==> src/rtl/fpu_pkg.sv <==
// Shared FPU definitions: flag bit positions, operation encodings and the
// result collector state type.
`timescale 1ns/1ps
package fpu_pkg;

  // Bit positions inside the 8-bit fpu_flags word
  localparam int FLAG_SNAN        = 7;
  localparam int FLAG_QNAN        = 6;
  localparam int FLAG_INF         = 5;
  localparam int FLAG_INE         = 4;
  localparam int FLAG_OVERFLOW    = 3;
  localparam int FLAG_UNDERFLOW   = 2;
  localparam int FLAG_DIV_BY_ZERO = 1;
  localparam int FLAG_ZERO        = 0;

  localparam int FPU_FLAGS_W = 8;
  localparam int FPU_OP_W    = 3;

  typedef enum logic [2:0] {
    FPU_OP_ADD = 3'd0,
    FPU_OP_SUB = 3'd1,
    FPU_OP_MUL = 3'd2,
    FPU_OP_DIV = 3'd3
  } fpu_op_e;

  typedef enum logic {
    ST_RUN   = 1'b0,
    ST_DRAIN = 1'b1
  } coll_state_e;

endpackage

==> src/rtl/fpu_res_fifo.sv <==
// Result FIFO for the FPU collector. Pointers carry one extra wrap bit so
// full and empty fall out of a plain pointer comparison. Storage is not reset.
`timescale 1ns/1ps
module fpu_res_fifo #(
  parameter int WIDTH = 43,
  parameter int DEPTH = 8,
  parameter int PW    = $clog2(DEPTH) + 1
) (
  input  logic             clk,
  input  logic             rst_n,
  input  logic             wr_en,
  input  logic [WIDTH-1:0] wr_data,
  input  logic             rd_en,
  output logic [WIDTH-1:0] rd_data,
  output logic             empty,
  output logic [PW-1:0]    count
);

  localparam int AW = PW - 1;

  logic [WIDTH-1:0] mem [DEPTH];
  logic [PW-1:0]    wr_ptr;
  logic [PW-1:0]    rd_ptr;
  logic             full;
  logic             do_wr;
  logic             do_rd;

  assign empty   = (wr_ptr == rd_ptr);
  assign full    = (wr_ptr[AW-1:0] == rd_ptr[AW-1:0]) && (wr_ptr[AW] != rd_ptr[AW]);
  assign do_wr   = wr_en && !full;
  assign do_rd   = rd_en && !empty;
  assign count   = wr_ptr - rd_ptr;
  assign rd_data = mem[rd_ptr[AW-1:0]];

  // Advance write/read pointers; they wrap modulo 2*DEPTH
  always_ff @(posedge clk or negedge rst_n) begin
    if (!rst_n) begin
      wr_ptr <= '0;
      rd_ptr <= '0;
    end else begin
      if (do_wr) wr_ptr <= wr_ptr + PW'(1);
      if (do_rd) rd_ptr <= rd_ptr + PW'(1);
    end
  end

  // Entry storage, written at the write pointer slot
  always_ff @(posedge clk) begin
    if (do_wr) mem[wr_ptr[AW-1:0]] <= wr_data;
  end

endmodule

==> src/rtl/fpu_result_collector.sv <==
// Collects results from a fixed-latency FPU: a LATENCY-deep valid/op line
// follows each issued op and writes fpu_out/fpu_flags/op into a result FIFO
// when the op leaves the line. Issue is throttled so a capture always finds
// room. flush enters DRAIN until everything in flight and queued has popped.
// Optional: define FPU_COLLECT_CMP_EN to carry an expected value with each op
// and flag/count popped results that differ from it.
`timescale 1ns/1ps
module fpu_result_collector
  import fpu_pkg::*;
#(
  parameter int BIT_SIZE = 31,
  parameter int LATENCY  = 4,
  parameter int DEPTH    = 8
) (
  input  logic                clk,
  input  logic                rst_n,
  input  logic                issue_valid,
  input  logic [2:0]          issue_op,
  output logic                issue_ready,
  input  logic [BIT_SIZE:0]   fpu_out,
  input  logic [7:0]          fpu_flags,
  input  logic                flush,
  output logic                res_valid,
  input  logic                res_ready,
  output logic [BIT_SIZE:0]   res_data,
  output logic [7:0]          res_flags,
  output logic [2:0]          res_op,
  output logic                drain_done
`ifdef FPU_COLLECT_CMP_EN
  ,
  input  logic [BIT_SIZE:0]   issue_exp,
  output logic                res_mismatch,
  output logic [15:0]         mismatch_cnt
`endif
);

  localparam int DW = BIT_SIZE + 1;
  localparam int PW = $clog2(DEPTH) + 1;
`ifdef FPU_COLLECT_CMP_EN
  localparam int EW = DW + DW + 11;
`else
  localparam int EW = DW + 11;
`endif

  logic [LATENCY-1:0] line_vld_p;
  logic [2:0]         line_op_p [LATENCY];
`ifdef FPU_COLLECT_CMP_EN
  logic [BIT_SIZE:0]  line_exp_p [LATENCY];
  logic [BIT_SIZE:0]  head_exp;
`endif
  coll_state_e        state;
  logic               issue_fire;
  logic               cap_en;
  logic               pop_en;
  logic               fifo_empty;
  logic [PW-1:0]      fifo_count;
  logic [PW-1:0]      inflight;
  logic [EW-1:0]      wr_entry;
  logic [EW-1:0]      head;
  logic [BIT_SIZE:0]  head_data;
  logic [7:0]         head_flags;
  logic [2:0]         head_op;

  function automatic logic [PW-1:0] count_inflight(input logic [LATENCY-1:0] v);
    logic [PW-1:0] n;
    n = '0;
    for (int i = 0; i < LATENCY; i++) n = n + PW'(v[i]);
    return n;
  endfunction

  // Issue only while running and while in-flight plus queued leaves a free slot
  assign inflight    = count_inflight(line_vld_p);
  assign issue_ready = (state == ST_RUN) &&
                       (({1'b0, inflight} + {1'b0, fifo_count}) < (PW+1)'(DEPTH));
  assign issue_fire  = issue_valid && issue_ready;
  assign cap_en      = line_vld_p[LATENCY-1];
  assign res_valid   = !fifo_empty;
  assign pop_en      = res_valid && res_ready;

  // Valid tracking line: p0 takes the issue, the last stage marks the capture
  always_ff @(posedge clk or negedge rst_n) begin
    if (!rst_n) begin
      line_vld_p <= '0;
    end else begin
      line_vld_p[0] <= issue_fire;
      for (int i = 1; i < LATENCY; i++) line_vld_p[i] <= line_vld_p[i-1];
    end
  end

  // Op (and expected value) ride alongside the valid bits; not reset
  always_ff @(posedge clk) begin
    line_op_p[0] <= issue_op;
    for (int i = 1; i < LATENCY; i++) line_op_p[i] <= line_op_p[i-1];
`ifdef FPU_COLLECT_CMP_EN
    line_exp_p[0] <= issue_exp;
    for (int i = 1; i < LATENCY; i++) line_exp_p[i] <= line_exp_p[i-1];
`endif
  end

  // ---- capture stage: line exit -> FIFO entry ----
`ifdef FPU_COLLECT_CMP_EN
  assign wr_entry = {line_exp_p[LATENCY-1], fpu_flags, fpu_out, line_op_p[LATENCY-1]};
  assign head_exp = head[EW-1:DW+11];
`else
  assign wr_entry = {fpu_flags, fpu_out, line_op_p[LATENCY-1]};
`endif

  fpu_res_fifo #(
    .WIDTH (EW),
    .DEPTH (DEPTH),
    .PW    (PW)
  ) u_fifo (
    .clk     (clk),
    .rst_n   (rst_n),
    .wr_en   (cap_en),
    .wr_data (wr_entry),
    .rd_en   (pop_en),
    .rd_data (head),
    .empty   (fifo_empty),
    .count   (fifo_count)
  );

  // ---- output stage: FIFO head, zeroed while nothing is valid ----
  assign head_op    = head[2:0];
  assign head_data  = head[DW+2:3];
  assign head_flags = head[DW+10:DW+3];
  assign res_data   = res_valid ? head_data  : '0;
  assign res_flags  = res_valid ? head_flags : '0;
  assign res_op     = res_valid ? head_op    : '0;

  // RUN/DRAIN control with a registered one-cycle drain_done pulse
  always_ff @(posedge clk or negedge rst_n) begin
    if (!rst_n) begin
      state      <= ST_RUN;
      drain_done <= 1'b0;
    end else begin
      drain_done <= 1'b0;
      case (state)
        ST_RUN: begin
          if (flush) state <= ST_DRAIN;
        end
        ST_DRAIN: begin
          if ((inflight == '0) && fifo_empty) begin
            state      <= ST_RUN;
            drain_done <= 1'b1;
          end
        end
        default: state <= ST_RUN;
      endcase
    end
  end

`ifdef FPU_COLLECT_CMP_EN
  function automatic logic [15:0] sat_inc16(input logic [15:0] c);
    return (c == 16'hFFFF) ? c : c + 16'd1;
  endfunction

  assign res_mismatch = res_valid && (head_data != head_exp);

  // Count popped results that disagree with their expected value
  always_ff @(posedge clk or negedge rst_n) begin
    if (!rst_n) begin
      mismatch_cnt <= '0;
    end else if (pop_en && res_mismatch) begin
      mismatch_cnt <= sat_inc16(mismatch_cnt);
    end
  end
`endif

endmodule

==> config.mk <==
export PLATFORM = sky130hd
export DESIGN_NAME = fpu_result_collector
export DESIGN_NICKNAME = d
export VERILOG_FILES = /design/src/rtl/fpu_pkg.sv /design/src/rtl/fpu_res_fifo.sv /design/src/rtl/fpu_result_collector.sv
export SDC_FILE = /design/constraint.sdc
export NUM_CORES = 1
export LEC_CHECK = 0
export BUFFER_PORTS_ARGS = -buffer_cell sky130_fd_sc_hd__buf_2
export CAP_MARGIN = 10
export CORE_UTILIZATION = 35
export DETAILED_ROUTE_END_ITERATION = 8
export PLACE_DENSITY = 0.61
export SKIP_CTS_REPAIR_TIMING = 1
export SYNTH_ARGS = -nofsm -noshare
export SYNTH_HDL_FRONTEND = slang
export SYNTH_SLANG_ARGS = --single-unit
==> constraint.sdc <==
create_clock -name clk -period 10.1 [get_ports clk]
set_input_delay 1.01 -clock clk [delete_from_list [all_inputs] [get_ports clk]]
set_output_delay 1.01 -clock clk [all_outputs]
set_load 0.03 [all_outputs]
==> results.sh <==
export IMPL_ant_nets=0
export IMPL_critPathTopFamily="buffers and inverters"
export IMPL_power_mw=4.76
export IMPL_required_ns=9.09
export IMPL_cts_tree="built"
export IMPL_nFillCells=3430
export IMPL_synth_ff_type="edfxtp_1"
export IMPL_crit_type="reg -> out"
export IMPL_nNetsFinal=782
export IMPL_grt_pass1_vias=6864
export IMPL_path_clk_slew_ns=0.06
export IMPL_synth_edf_count=344
export IMPL_rsz0062_at_grt="false"
export IMPL_setup_viol_count_final=0
export IMPL_ys_seq_elements=370
export IMPL_crit_path_end_kind="output pin"
export IMPL_numCtsBuffers=39
export IMPL_clock_sinks=370
export IMPL_dp_hpwl_um=16800
export IMPL_drc=0
export IMPL_drtIter0Drc=391
export IMPL_path_cells="inv_1 > ha_1 > and3_1 > a21oi_4 > buf_4 > a22o_1 > buf_2"
export IMPL_power_density_mw_per_mm2=291
export IMPL_fin_ws_ns=5.56
export IMPL_period_minus_slack_ns=4.54
export IMPL_dr_pass1_iters=4
export IMPL_synth_yosys_seq_area_share_pct=78.4
export IMPL_hold_ws_ns=0.323
export IMPL_area_growth_pct=17.4
export IMPL_post_route_period_util_pct=44.9
export IMPL_io_pins=94
export IMPL_place_ws_ns=5.98
export IMPL_via_per_inst=4.99
export IMPL_drt_wirelength_per_cell_um=22.7
export IMPL_die_x_um=201
export IMPL_final_area_mm2=0.0163
export IMPL_final_cells=1270
export IMPL_design_die_area_mm2=0.0406
export IMPL_tightest_slew_ns=1.13
export IMPL_cp_slowest_cell="dfrtp_4"
export IMPL_cpPeakStageDelay_ns=0.75
export IMPL_cts_max_level=2
export IMPL_max_clock_freq_ghz=0.220
export IMPL_root_buffer="clkbuf_16"
export IMPL_syn_inst=598
export IMPL_num_rows=72
export IMPL_critPathArrivalTime_ns=3.53
export IMPL_leakagePower_nw=5.44
export IMPL_path_buf_inv=3
export IMPL_finalWeightedCongestion=0.703
export IMPL_synth_area_per_cell_um2=23.3
export IMPL_insertion_delay_ns=0.53
export IMPL_status="completed"
export IMPL_vias=6332
export IMPL_wirelength_um=28800
export IMPL_startpoint_type="flip-flop"
export IMPL_clock_skew_ns=0.0223
export IMPL_ff2ff_setup_slack_ns=6.62
export IMPL_finalHoldViolations=0
export IMPL_coreArea_mm2=0.0389
export IMPL_place_area_mm2=0.0151
export IMPL_grt_total_usage_pct=14.3
export IMPL_synth_nets=657
export IMPL_cp_max_fo=33
export IMPL_fin_util_pct=42.0
export IMPL_numPortBuffers=93
export IMPL_clockBufferDepth=3
export IMPL_timing_slew_headroom_pct=24.1
export IMPL_start_util_pct=35.8
export IMPL_antenna_found_initial=2
export IMPL_grt_ovfl_total=0
export IMPL_hp_class="reg -> reg"
export IMPL_peakVddDrop_uv=165
export IMPL_syn_area_mm2=0.0139
export IMPL_cap_violations=0
export IMPL_ys_warn_count=0
export IMPL_fin_tns_setup_ns=0
export IMPL_dp_cells=1200
export IMPL_synth_cell_type_count=35
export IMPL_report_final_slew_viol_count=0
export IMPL_grt_pass1_wl_um=43300
export IMPL_die_h_um=201
export IMPL_diodes=0
export IMPL_drive_above_1_share_pct=36.0
export IMPL_synthArstFlopShare_pct=3.78
export IMPL_grt_max_degree=60
[where the power goes]
| group | internal [mW] | switching, mW |
|---|---|---|
| Combinational | 0.627 | 0.946 |
| Sequential | 1.73 | 0.0917 |
| Clock | 0.803 | 0.561 |
| Total | 3.16 | 1.60 |
[cell type report]
class	count	area, um2	share of cell area, %
clock buffers	49	1030	6.33
clock inverters	21	185	1.13
inverters	9	33.8	0.207
multi-input cells	188	2890	17.7
flip-flops and latches	370	10900	66.8
well taps	518	648	3.96
repair buffers	115	631	3.86
[Yosys cell counts (2+ instances only)]
master | count | area [um2]
a21oi_2 | 2 | 17.5
buf_2 | 20 | 100
dfrtp_1 | 14 | 350
o21ai_0 | 2 | 10.0
dfxtp_1 | 12 | 240
inv_1 | 9 | 33.8
nand2_1 | 3 | 11.3
a2111oi_2 | 2 | 30.0
nand4_1 | 2 | 12.5
mux4_2 | 86 | 1940
clkbuf_1 | 9 | 33.8
xnor2_1 | 4 | 35.0
nor2_1 | 4 | 15.0
nor3_1 | 5 | 25.0
o211ai_1 | 3 | 22.5
and3b_1 | 2 | 17.5
nand2b_1 | 2 | 12.5
fa_1 | 2 | 40.0
ha_1 | 9 | 113
a22o_1 | 43 | 377
edfxtp_1 | 344 | 10300
xor2_1 | 4 | 35.0
mux2_2 | 2 | 22.5
a21oi_1 | 2 | 10.0
[path summary, 6_finish.rpt]
path,from,end,cells past startpoint
min in group asynchronous,rst_n,line_vld_p[2]$_DFF_PN0_,1
worst min register to register,line_op_p[0][2]$_DFF_P_,line_op_p[1][2]$_DFF_P_,0
worst max-delay path,u_fifo.rd_ptr[1]$_DFFE_PN0P_,res_op[1],7
worst max register to register,u_fifo.rd_ptr[1]$_DFFE_PN0P_,u_fifo.mem[2][13]$_DFFE_PP_,6
max in group asynchronous,rst_n,u_fifo.rd_ptr[1]$_DFFE_PN0P_,1
worst min-delay path,line_op_p[0][2]$_DFF_P_,line_op_p[1][2]$_DFF_P_,0
[state kept, by name, indices dropped and copies added, names as in the netlist]
name / count
u_fifo.rd_ptr: 4
state: 1
line_vld_p: 4
drain_done: 1
u_fifo.mem: 344
u_fifo.wr_ptr: 4
line_op_p: 12
[placed cells by master, fill, tap and decap left out, types with 4 or more instances in the layout]
cell	count
buf_4	22
a22o_1	43
edfxtp_1	344
inv_1	9
clkbuf_1	9
nor3_2	4
mux4_2	86
xnor2_1	4
ha_1	9
dfxtp_1	12
buf_2	93
clkbuf_16	40
clkinv_2	4
clkinv_1	11
dfrtp_1	12
xor2_1	4
[metal layers]
metal | track usage [%] | part of all wire, % | up-vias
met5 | 0 | 0.059 | -
met4 | 3.52 | 1.7 | 2
met3 | 2.92 | 5.0 | 43
met2 | 24.5 | 50 | 138
met1 | 18.7 | 43 | 3358
li1 | - | - | 2791
[cell families (layout without fill, tap and decap cells)]
family	count (synthesis)	in the layout	share of synthesized area, %
flip-flops	370	370	78.4
multiplexers	88	88	14.1
AO/OA/AOI/OAI	57	57	3.52
buffers and inverters	40	194	1.31
AND/OR/NAND/NOR	23	23	0.952
adder cells (fa/ha/maj)	11	11	1.10
XOR/XNOR	9	9	0.620
Note: power is estimated with default switching activity, not from simulation.
